File: config.mk
export PLATFORM = sky130hd
export DESIGN_NAME = dmem_dump_reader_flat
export DESIGN_NICKNAME = d
export VERILOG_FILES = /design/src/rtl/dmem_dump_reader_if.sv /design/src/rtl/dmem_dump_reader.sv /design/src/flat_wrapper.sv
export SDC_FILE = /design/constraint.sdc
export NUM_CORES = 1
export LEC_CHECK = 0
export BUFFER_PORTS_ARGS = -buffer_cell sky130_fd_sc_hd__buf_2
export CAP_MARGIN = 20
export CORE_MARGIN = 3
export CORE_UTILIZATION = 56
export CTS_CLUSTER_SIZE = 10
export DETAILED_ROUTE_END_ITERATION = 10
export PLACE_DENSITY = 0.85
export SETUP_SLACK_MARGIN = 0.02
export SLEW_MARGIN = 20
export SYNTH_ARGS = -nofsm -noshare
export SYNTH_HDL_FRONTEND = slang
export SYNTH_SLANG_ARGS = --single-unit
File: constraint.sdc
create_clock -name CLK -period 4.4 [get_ports CLK]
set_clock_uncertainty 0.15 [all_clocks]
set_input_delay 0.66 -clock CLK [delete_from_list [all_inputs] [get_ports CLK]]
set_output_delay 0.66 -clock CLK [all_outputs]
set_load 0.05 [all_outputs]
File: src/rtl/dmem_dump_reader_if.sv
// Readback stream carrying one data-memory word together with its address.
// The dump engine drives the master side; a debug UART or bench scoreboard
// consumes the slave side.
interface dmem_dump_reader_if #(
  parameter int AW = 8,
  parameter int DW = 16
);
  logic [DW-1:0] dump_data;
  logic [AW-1:0] dump_addr;
  logic          dump_valid;
  logic          dump_ready;

  modport master (
    output dump_data,
    output dump_addr,
    output dump_valid,
    input  dump_ready
  );

  modport slave (
    input  dump_data,
    input  dump_addr,
    input  dump_valid,
    output dump_ready
  );
endinterface

File: src/rtl/dmem_dump_reader.sv
// Post-run data-memory readback engine for the 16-bit single-cycle CPU.
// After HLT rises (with auto_en) or on a manual start pulse, it walks
// test_addr across [base_addr, base_addr+count) with wraparound, samples
// D_memory_out, and streams each word with its address on a valid/ready port.
// dump_sel tells the external mux that this block currently owns test_addr.
module dmem_dump_reader #(
  parameter int AW     = 8,
  parameter int DW     = 16,
  parameter int RD_LAT = 1
) (
  input  logic                CLK,
  input  logic                clr_n,
  input  logic                HLT,
  input  logic                start,
  input  logic                auto_en,
  input  logic [AW-1:0]       base_addr,
  input  logic [AW:0]         count,
  output logic [AW-1:0]       test_addr,
  output logic                dump_sel,
  input  logic [DW-1:0]       D_memory_out,
  dmem_dump_reader_if.master  dump,
  output logic                dump_busy,
  output logic                dump_done
);

  typedef enum logic [2:0] {
    S_IDLE,
    S_ADDR,
    S_WAIT,
    S_CAPT,
    S_PRES
  } state_t;

  state_t        state;
  logic          hlt_q;
  logic          hlt_rise;
  logic          trigger;
  logic [AW-1:0] ptr;
  logic [AW:0]   remaining;

  // A simultaneous start and HLT edge collapse into a single trigger.
  assign hlt_rise = HLT & ~hlt_q;
  assign trigger  = start | (auto_en & hlt_rise);

  // Sweep controller: all outputs are registered here so the test-port mux
  // and the stream see glitch-free signals.
  always_ff @(posedge CLK or negedge clr_n) begin
    if (!clr_n) begin
      state           <= S_IDLE;
      hlt_q           <= 1'b0;
      ptr             <= '0;
      remaining       <= '0;
      test_addr       <= '0;
      dump_sel        <= 1'b0;
      dump_busy       <= 1'b0;
      dump_done       <= 1'b0;
      dump.dump_data  <= '0;
      dump.dump_addr  <= '0;
      dump.dump_valid <= 1'b0;
    end else begin
      hlt_q     <= HLT;
      dump_done <= 1'b0;
      case (state)
        S_IDLE: begin
          // base/count are captured only here; later changes cannot disturb
          // a sweep in progress.
          if (trigger) begin
            ptr       <= base_addr;
            remaining <= count;
            if (count == '0) begin
              dump_done <= 1'b1;
            end else begin
              test_addr <= base_addr;
              dump_sel  <= 1'b1;
              dump_busy <= 1'b1;
              state     <= S_ADDR;
            end
          end
        end
        S_ADDR: begin
          state <= (RD_LAT == 0) ? S_CAPT : S_WAIT;
        end
        S_WAIT: begin
          state <= S_CAPT;
        end
        S_CAPT: begin
          dump.dump_data  <= D_memory_out;
          dump.dump_addr  <= ptr;
          dump.dump_valid <= 1'b1;
          state           <= S_PRES;
        end
        S_PRES: begin
          // Word and address stay frozen until the consumer takes them.
          if (dump.dump_ready) begin
            dump.dump_valid <= 1'b0;
            remaining       <= remaining - 1'b1;
            ptr             <= ptr + 1'b1;
            if (remaining == (AW+1)'(1)) begin
              // test_addr keeps the last swept address while idle.
              dump_sel  <= 1'b0;
              dump_busy <= 1'b0;
              dump_done <= 1'b1;
              state     <= S_IDLE;
            end else begin
              test_addr <= ptr + 1'b1;
              state     <= S_ADDR;
            end
          end
        end
        default: begin
          state <= S_IDLE;
        end
      endcase
    end
  end

endmodule

File: src/flat_wrapper.sv
// flat-port wrapper written by rule: the top's interface ports become plain ports
module dmem_dump_reader_flat 
#(
  parameter int AW     = 8,
  parameter int DW     = 16,
  parameter int RD_LAT = 1
)
  (CLK, clr_n, HLT, start, auto_en, base_addr, count, test_addr, dump_sel, D_memory_out, dump_busy, dump_done, dump_dump_data, dump_dump_addr, dump_dump_valid, dump_dump_ready);
  dmem_dump_reader_if #(.AW(AW), .DW(DW)) dump_i ();
  input  logic CLK;
  input  logic clr_n;
  input  logic HLT;
  input  logic start;
  input  logic auto_en;
  input  logic [AW-1:0] base_addr;
  input  logic [AW:0] count;
  output logic [AW-1:0] test_addr;
  output logic dump_sel;
  input  logic [DW-1:0] D_memory_out;
  output logic dump_busy;
  output logic dump_done;
  output wire logic [$bits(dump_i.dump_data)-1:0] dump_dump_data;
  output wire logic [$bits(dump_i.dump_addr)-1:0] dump_dump_addr;
  output wire logic [$bits(dump_i.dump_valid)-1:0] dump_dump_valid;
  input wire logic [$bits(dump_i.dump_ready)-1:0] dump_dump_ready;
  assign dump_dump_data = dump_i.dump_data;
  assign dump_dump_addr = dump_i.dump_addr;
  assign dump_dump_valid = dump_i.dump_valid;
  assign dump_i.dump_ready = dump_dump_ready;
  dmem_dump_reader #(.AW(AW), .DW(DW), .RD_LAT(RD_LAT)) u_core (.CLK(CLK), .clr_n(clr_n), .HLT(HLT), .start(start), .auto_en(auto_en), .base_addr(base_addr), .count(count), .test_addr(test_addr), .dump_sel(dump_sel), .D_memory_out(D_memory_out), .dump(dump_i), .dump_busy(dump_busy), .dump_done(dump_done));
endmodule
* Word level (Yosys, flattened, before mapping) *
Index checks and enable logic that the tools add are counted.

word-level totals
  input bits = 39
  word-level logic and storage cells = 63
  output and inout port bits = 36
  bits in registers = 56

cells by class
  equality and inequality tests = 10
  bitwise logic cells = 4
  add/subtract/negate cells = 2
  multiplexer cells = 28
  reductions and logical operators = 9

operators by type and width
  cell                                                                     number
  8-bit two-way mux                                                        6
  8-bit one-hot mux with 2 select lines                                    2
  9-bit two-way mux                                                        2
  9-bit one-hot mux with 2 select lines                                    1
  3-bit one-hot mux with 5 select lines                                    1
  1-bit two-way mux                                                        10
  5-bit AND reduction                                                      2
  9-bit by 1-bit == test with 1-bit output, second input constant          1
  9-bit zero test                                                          1
  3-bit two-way mux                                                        3
  9-bit by 1-bit subtractor with 9-bit output, second input constant       1
  8-bit by 1-bit adder with 8-bit output, second input constant            1
  3-bit by 2-bit == test with 1-bit output, second input constant          2
  2-bit inequality test, second input constant                             3
  1-bit one-hot mux with 2 select lines                                    3
  3-bit AND reduction                                                      2
  2-bit by 1-bit inequality test with 1-bit output, second input constant  2
  2-bit nonzero test                                                       2
  3-bit by 1-bit == test with 1-bit output, second input constant          1
  3-bit == test, second input constant                                     1
  3-bit zero test                                                          1
  1-bit bitwise AND                                                        2
  2-bit AND reduction                                                      1
  1-bit inverter                                                           1
  1-bit bitwise OR                                                         1

* Depth between registers and ports, before layout *
Gate-level depths: netlist of run 1.

  depth after elaboration = 6
  depth in mapped cells = 7
  mapped depth without buffers = 6

* Worst setup path after synthesis of run 1 *
OpenSTA, ideal clock, no wires.

  path kind = input port to flip-flop
  start = input auto_en
  end = register u_core.test_addr[0]
  buffers on the path = 0
  setup time = 0.125 ns
  data required time = 4.125 ns
  stages on the path = 4
  arrival = 1.696 ns
  setup slack = 2.429 ns
  cell sequence = and3b_1 > o21ai_0 > o22ai_4 > mux2_2

on the way
  cells in the longest elaborated chain, start to end = 4

ends and longest elaborated chain
  element                                                            line                     source
  from (decl)                                                        flat_wrapper.sv:14       input logic auto_en;
  1-bit bitwise AND                                                  dmem_dump_reader.sv:43   assign trigger = start | (auto_en & hlt_rise);
  1-bit bitwise OR                                                   dmem_dump_reader.sv:43
  2-bit by 1-bit inequality test with 1-bit output (no source line)  n/a
  5-bit AND reduction (no source line)                               n/a
  to (signal assigned)                                               dmem_dump_reader.sv:73   test_addr <= base_addr;
  to (signal assigned)                                               dmem_dump_reader.sv:105  test_addr <= ptr + 1'b1;
  to (decl)                                                          dmem_dump_reader.sv:18   output logic [AW-1:0] test_addr,

No other way between the ends.
A chain may end at the register's enable or synchronous reset.

* Worst setup path in the final report of run 1 *
  start = register u_core.state[2]
  end = register u_core.test_addr[0]

on the way
  cells in the longest elaborated chain, start to end = 3
  elaborated cells on any way between the ends = 9
  classes of those cells = eq/ne (5); mux (1); reduce/logical (3)

ends and longest elaborated chain
  element                                                               line                    source
  from (decl)                                                           dmem_dump_reader.sv:34  state_t state;
  from (signal assigned)                                                dmem_dump_reader.sv:81  state <= (RD_LAT == 0) ? S_CAPT : S_WAIT;
  3-bit == test or 3-bit zero test (tied branches)                      dmem_dump_reader.sv:63  case (state)
  2-bit inequality test (no source line), or another cell as far along  n/a
  5-bit AND reduction (no source line)                                  n/a

Parallel ways exist; a longest one is shown, timed or not.

==> flow_metrics.tcl, run 1 <==
set metrics [dict create \
    status "completed" \
    hold_violations 0 \
    yosys_warnings 0 \
    period_needed_ns 2.650 \
    synth.distinct_cells 46 \
    finalSetupViolCount 0 \
    rsz0062_at_grt "false" \
    post-cts-setup-buffers 0 \
    path_cells "nor3b_4 > nand2_2 > o22ai_4 > mux2_2" \
    fin_crit_sh 0.6022 \
    slew_viol_final 0 \
    synth-simple-area-share 0.1334 \
    crit_slowest_cell "dfrtp_1" \
    dp_hpwl_um 4202 \
    ant_nets 0 \
    num_vias 2097 \
    drt_pass1_iterations 4 \
    grt.total_usage 0.2126 \
    nNetsFinal 348 \
    postLayoutCoreUtil 0.7100 \
    drive_gt1_frac 0.4039 \
    synthArstFlopShare 1.000 \
    cts_root_buffer "clkbuf_8" \
    viasPerCell 5.841 \
    grt_antenna_before_repair 0 \
    synthXorXnorAreaFrac 0.01311 \
    cp_max_fo 25 \
    clockBufferDepth 2 \
    maxCapViolCount 0 \
    avgSynthCellArea_um2 11.32 \
    die_w_um 75.08 \
    fp.dieH_um 75.08 \
    synth_compound_area_frac 0.1217 \
    start_util 0.5973 \
    drt_iter0_drc 185 \
    regArea_um2 1401 \
    end_kind "flop" \
    p_per_area_nw_per_um2 870.0 \
    muxShareOfSynthArea 0.1578 \
    drc 0 \
    cts_tree "built" \
    cts.htree.levels 2 \
    crit_type "reg2reg" \
    row_count 24 \
    cts_buffers 5 \
    min_path_type "in2async" \
    fin_setup_tns_ns 0 \
    worstSetupStartpointType "flop" \
    fill_cells 337 \
    cts_hold_buf 0 \
    slew_headroom 0.4957 \
    timing.fmax_mhz 377.4 \
    synth_area_um2 2673 \
    critPathArrivalTime_ns 2.69 \
    layout_setup_ws_ns 1.750 \
    cts.repair.resized 0 \
    synth_cells 236 \
    coreArea_um2 4474 \
    clk_latency_ns 0.31 \
    grt_overflow_total 0 \
    synth_nets 278 \
    die_area_um2 5637 \
    ir_worst_vdd_mv 0.6048 \
    dp_slack_ns 1.813 \
    grt_pass1_wl_um 9045 \
    synth_top_family_by_area "multiplexers" \
    path_clk_slew_ns 0.10 \
    p_leak_nw 1.437 \
    worst_pin_slew_ns 0.7553 \
    post_drt_wl_per_cell_um 16.06 \
    grt_max_degree 44 \
    routed_wl_um 5766 \
    grt_pass1_vias 1915 \
    cts.sinks 56 \
    portBuffers 74 \
    seq_area_frac_synth 0.5243 \
    antenna_cells 0 \
    multi_input_area_um2 1184 \
    io_pins 75 \
    area_growth_pct 18.87 \
    synth-edff-count 0 \
    instances_no_fill 359 \
    synth_seq_cells 56 \
    place_inst 351 \
    synth_fa_ha_area_frac 0.01404 \
    max_stage_delay_ns 0.78 \
    required_ns 4.45 \
    routabilityCongestion 0.8152 \
    ys.flop_type "dfrtp_1" \
]
[final cells by class]
| class | instances | area share |
|---|---|---|
| Clock buffer | 6 | 0.02284 |
| Multi-Input combinational cell | 159 | 0.3726 |
| Timing Repair Buffer | 76 | 0.1213 |
| Clock inverter | 2 | 0.01221 |
| Inverter | 8 | 0.009453 |
| Tap cell | 52 | 0.02048 |
| Sequential cell | 56 | 0.4411 |
[synth_stat cells, types with 2 or more instances]
library cell,instances,area [um2]
nand2_1,15,56.30
clkbuf_1,2,7.510
mux2_2,33,371.6
inv_1,8,30.03
nor2_1,15,56.30
a21oi_1,7,35.03
ha_1,3,37.54
o2bb2ai_1,2,17.52
xnor2_1,4,35.03
o21ai_0,19,95.09
dfrtp_1,56,1401
nand2b_1,2,12.51
buf_2,10,50.05
a31oi_1,4,25.02
nand3_1,10,50.05
a22oi_1,2,15.01
mux2i_1,5,50.05
or3_1,4,25.02
nand4_1,3,18.77
a2bb2oi_1,3,26.28
nor4_1,2,12.51
nor3_1,3,15.01
[cells in the final DEF (no fill, tap or decap), types with 7 or more instances in the layout]
cell      n
mux2_2   33
inv_1     8
a21oi_1   7
buf_2    74
o21ai_0  19
nor2_1   15
nand3_1  10
dfrtp_1  56
nand2_1  15
[metrics by stage]
| step | power, mW | area [um2] | hold slack, ns |
|---|---|---|---|
| 2_1_floorplan | 2.102 | 2673 | 0.2144 |
| 3_3_place_gp | 2.377 | 3058 | 0.3309 |
| 3_5_place_dp | 2.430 | 3058 | 0.3357 |
| 4_1_cts | 2.773 | 3169 | 0.09209 |
| 5_1_grt | 2.926 | 3177 | 0.09540 |
| 6_report | 2.764 | 3177 | 0.07685 |
[power breakdown]
group	internal, mW	switching (mW)	total [mW]
logic	0.483	0.937	1.42
clock network	0.172	0.167	0.339
registers	0.764	0.240	1.00
total	1.42	1.34	2.76
[metal layers]
| layer | vias to the layer above | track usage | share of wire | wire, um |
|---|---|---|---|---|
| met5 | - | 0 | 0 | 0 |
| met4 | 0 | 0.07312 | 0.019 | 111 |
| met3 | 10 | 0.04272 | 0.063 | 364 |
| met2 | 79 | 0.3317 | 0.48 | 2742 |
| met1 | 1017 | 0.2968 | 0.44 | 2547 |
| li1 | 991 | - | - | - |
[logic make-up (layout without fill, tap and decap cells)]
logic type	Yosys count	in the layout
multiplexers	38	38
AND/OR/NAND/NOR	65	65
XOR/XNOR	4	4
AO/OA/AOI/OAI	49	49
flip-flops	56	56
adder cells (fa/ha/maj)	3	3
buffers and inverters	21	92
[critical path, delay by kind of cell, from the launching register on]
family | cells | cell delay (ns)
and+or+nand+nor | 2 | 0.89
muxes | 1 | 0.38
AOI/OAI and AO/OA | 1 | 0.33
DFF | 1 | 0.78
[state kept, by name, indices dropped and copies added (netlist names)]
signal / count
u_core.dump_busy: 1
u_core.dump.dump_addr: 8
u_core.dump.dump_data: 16
u_core.state: 3
u_core.test_addr: 8
u_core.dump.dump_valid: 1
u_core.dump_done: 1
u_core.remaining: 9
u_core.ptr: 8
u_core.hlt_q: 1
[worst paths after layout]
check / end / from / slack (ns) / depth (start not counted)
setup / recovery: u_core.test_addr[0]$_DFFE_PN0P_ / u_core.state[2]$_DFFE_PN0P_ / 1.75 / 4
hold / removal: u_core.remaining[7]$_DFFE_PN0P_ / clr_n / 0.08 / 1
setup reg to reg: u_core.test_addr[0]$_DFFE_PN0P_ / u_core.state[2]$_DFFE_PN0P_ / 1.75 / 4
hold reg to reg: u_core.dump.dump_data[4]$_DFFE_PN0P_ / u_core.dump.dump_data[4]$_DFFE_PN0P_ / 0.36 / 1
max in group asynchronous: u_core.ptr[3]$_DFFE_PN0P_ / clr_n / 3.19 / 2
min in group CLK: u_core.hlt_q$_DFF_PN0_ / HLT / 0.31 / 1
No activity file was read; power rests on OpenSTA's default activity.
==> inputs of run 2 (changes only) <==
--- a/config.mk
+++ b/config.mk
@@ -5,13 +5,14 @@
 export SDC_FILE = /design/constraint.sdc
 export NUM_CORES = 1
 export LEC_CHECK = 0
+export ABC_AREA = 1
 export BUFFER_PORTS_ARGS = -buffer_cell sky130_fd_sc_hd__buf_2
 export CAP_MARGIN = 20
 export CORE_MARGIN = 3
-export CORE_UTILIZATION = 56
+export CORE_UTILIZATION = 47
 export CTS_CLUSTER_SIZE = 10
 export DETAILED_ROUTE_END_ITERATION = 10
-export PLACE_DENSITY = 0.85
+export PLACE_DENSITY = 0.75
 export SETUP_SLACK_MARGIN = 0.02
 export SLEW_MARGIN = 20
 export SYNTH_ARGS = -nofsm -noshare
==> constraint.sdc (replaced) <==
create_clock -name CLK -period 2.15 [get_ports CLK]
set_clock_uncertainty 0.15 [all_clocks]
set_input_delay 0.3225 -clock CLK [delete_from_list [all_inputs] [get_ports CLK]]
set_output_delay 0.3225 -clock CLK [all_outputs]
set_load 0.05 [all_outputs]
==> run 2 against run 1 <==
Net effect:
- first-iteration DRC count is 22% lower
- setup slack worse by 1.5 ns
- non-clock buffer count is 3 higher
- sequential share of layout area is 2.4 points lower
- die area is 24% higher
- critical path depth is 4 higher
- largest cell class unchanged
- largest power group unchanged
==> flow_metrics.tcl, run 2 <==
set metrics [dict create \
    yosysTopAreaCell "dfrtp_1" \
    post-cts-setup-buffers 0 \
    synth_area_um2 2828 \
    crit_slowest_cell "dlygate4sd3_1" \
    cts_hold_buf 2 \
    min_path_type "in2reg" \
    synth_common_cells "nand2_1, dfrtp_1, inv_1" \
    use_met1 0.2294 \
    fin_setup_tns_ns 0 \
    synthArstFlopShare 1.000 \
    worstPathBufferInverterCount 2 \
    instances_no_fill 475 \
    finalSetupViolCount 0 \
    io_pins 75 \
    required_ns 2.25 \
    synth.distinct_cells 29 \
    met3_usage 0.04146 \
    drt_pass1_iterations 4 \
    status "completed" \
    dp_hpwl_um 4559 \
    seq_area_frac_synth 0.4956 \
    cts_root_buffer "clkbuf_8" \
    critPathArrivalTime_ns 2.05 \
    cts.sinks 56 \
    row_count 27 \
    ir_worst_vdd_mv 0.9685 \
    grt_pass1_vias 2294 \
    p_leak_nw 1.764 \
    routed_wl_um 6175 \
    post_drt_wl_per_cell_um 13.00 \
    clk_latency_ns 0.31 \
    grt_pass1_wl_um 10440 \
    avgSynthCellArea_um2 8.674 \
    grt.total_usage 0.1803 \
    num_vias 2419 \
    die_w_um 83.57 \
    synth-edff-count 0 \
    p_per_area_nw_per_um2 1740 \
    cts.repair.resized 0 \
    die_area_um2 6983 \
    synth_cells 326 \
    nNetsFinal 444 \
    path_clk_slew_ns 0.11 \
    timing.fmax_mhz 513.2 \
    period_needed_ns 1.948 \
    synth.most_common_cell "nand2_1" \
    drive_gt1_frac 0.3151 \
    synth_top_area_share 0.4956 \
    viasPerCell 5.093 \
    cts_tree "built" \
    maxCapViolCount 0 \
    place_inst 465 \
    placed_cell_area_um2 3242 \
    yosys_warnings 0 \
    reg_top3 "u_core.dump.dump_data x16, u_core.remaining x9" \
    grt_overflow_total 0 \
    area_growth_pct 18.76 \
    ys.flop_type "dfrtp_1" \
    coreArea_um2 5675 \
    rsz0062_at_grt "false" \
    path_cells "dlygate4sd3_1 > buf_2 > nand3_1 > nand4_1 > nand2_2 > nor2_4 > nand2_1 > o21ai_2" \
    critPathTopFamily "simple AND/OR/NAND/NOR gates" \
    dp_slack_ns 0.2628 \
    largest_register_ffs 16 \
    final_cell_mix "nand2_1, buf_2, dfrtp_1" \
    top_usage_layer "met2" \
    hold_violations 0 \
    max_stage_delay_ns 0.52 \
    cts.htree.levels 2 \
    end_kind "flop" \
    fp.dieH_um 83.57 \
    fin_crit_sh 0.9062 \
    synth_seq_cells 56 \
    worstSetupStartpointType "input port" \
    crit_type "in2reg" \
    grt_antenna_before_repair 0 \
    regMostFlops "u_core.dump.dump_data" \
    ant_nets 0 \
    use_met2 0.3109 \
    layout_setup_ws_ns 0.2016 \
    fin_area_um2 3358 \
    drc 0 \
    antenna_cells 0 \
    worst_pin_slew_ns 0.6502 \
    slew_viol_final 0 \
    cp_max_fo 23 \
    start_util 0.4982 \
    drt_iter0_drc 144 \
    routabilityCongestion 0.8868 \
    slew_headroom 0.5655 \
    cts_buffers 5 \
    yosys-top-cells-area "dfrtp_1, nand2_1, mux2_2, nand3_1, inv_1" \
    synth_nets 368 \
    portBuffers 74 \
    grt_max_degree 57 \
    final_common_cell "nand2_1" \
    clockBufferDepth 2 \
]
==> run 2: cell types whose count changed after synthesis, sizes merged, moves of 4 or more <==
cell / change
or3: -4
a31oi: -4
o21ai: +12
a21oi: -4
inv: +22
nand2: +94
nor2: +13
mux2: -17
mux2i: -5
nand3: +16
==> run 2: logic make-up (layout without fill, tap and decap cells) <==
kind of cell    Yosys count  after routing  synth area share
buf+inv                  41            118           0.06990
simple gates            171            171            0.2681
flops                    56             56            0.4956
compound gates           36             36           0.08009
mux                      16             16           0.06372
fa+ha+maj                 3              3           0.01328
xor+xnor                  3              3          0.009294
==> run 2: path summary, 6_finish.rpt <==
check	start	end	slack [ns]	cells past startpoint
max	HLT	u_core.remaining[1]$_DFFE_PN0P_	0.20	8
min	D_memory_out[9]	u_core.dump.dump_data[9]$_DFFE_PN0P_	0.08	2
max reg2reg	u_core.state[0]$_DFFE_PN0P_	u_core.remaining[1]$_DFFE_PN0P_	0.24	8
min reg2reg	u_core.test_addr[2]$_DFFE_PN0P_	u_core.test_addr[2]$_DFFE_PN0P_	0.33	2
max in group asynchronous	clr_n	u_core.remaining[2]$_DFFE_PN0P_	1.22	3
min in group asynchronous	clr_n	u_core.remaining[5]$_DFFE_PN0P_	0.37	3
==> run 2: layer usage <==
layer | up-vias | part of all wire
li1 | 1192 | -
met4 | 0 | 0.013
met3 | 8 | 0.066
met2 | 78 | 0.48
met5 | - | 0
met1 | 1141 | 0.44
==> run 2: stage by stage <==
stage / hold WS [ns] / util / power [mW]
CTS: 0.08339 / 0.5917 / 5.887
global route: 0.06999 / 0.5917 / 6.289
global placement: 0.1942 / 0.5712 / 5.174
detailed placement: 0.1938 / 0.5712 / 5.266
floorplan: -0.1231 / - / 4.585
finish: 0.08254 / 0.5917 / 5.845
==> run 2: layout make-up <==
type,count,area [um2]
clock buffers,5,68.82
multi-input cells,229,1229
fillers,509,2317
flip-flops and latches,56,1401
well taps,72,90.09
inverters,31,116.4
clock inverters,3,27.53
repair buffers,79,425.4
==> run 2: power by group <==
group          total (mW)  switching (mW)  internal [mW]
registers            1.89           0.332           1.56
logic                3.35            2.40          0.949
clock network       0.607           0.367          0.240
==> run 2: worst reg2reg max path, stage by stage, from the launching register on <==
cell and delay (ns):
dfrtp_1 0.42, nor2_4 0.09, nand2_4 0.20, nor2_4 0.05, inv_1 0.08, nand2_2 0.10
nor2_4 0.52, nand2_1 0.16, o21ai_2 0.08
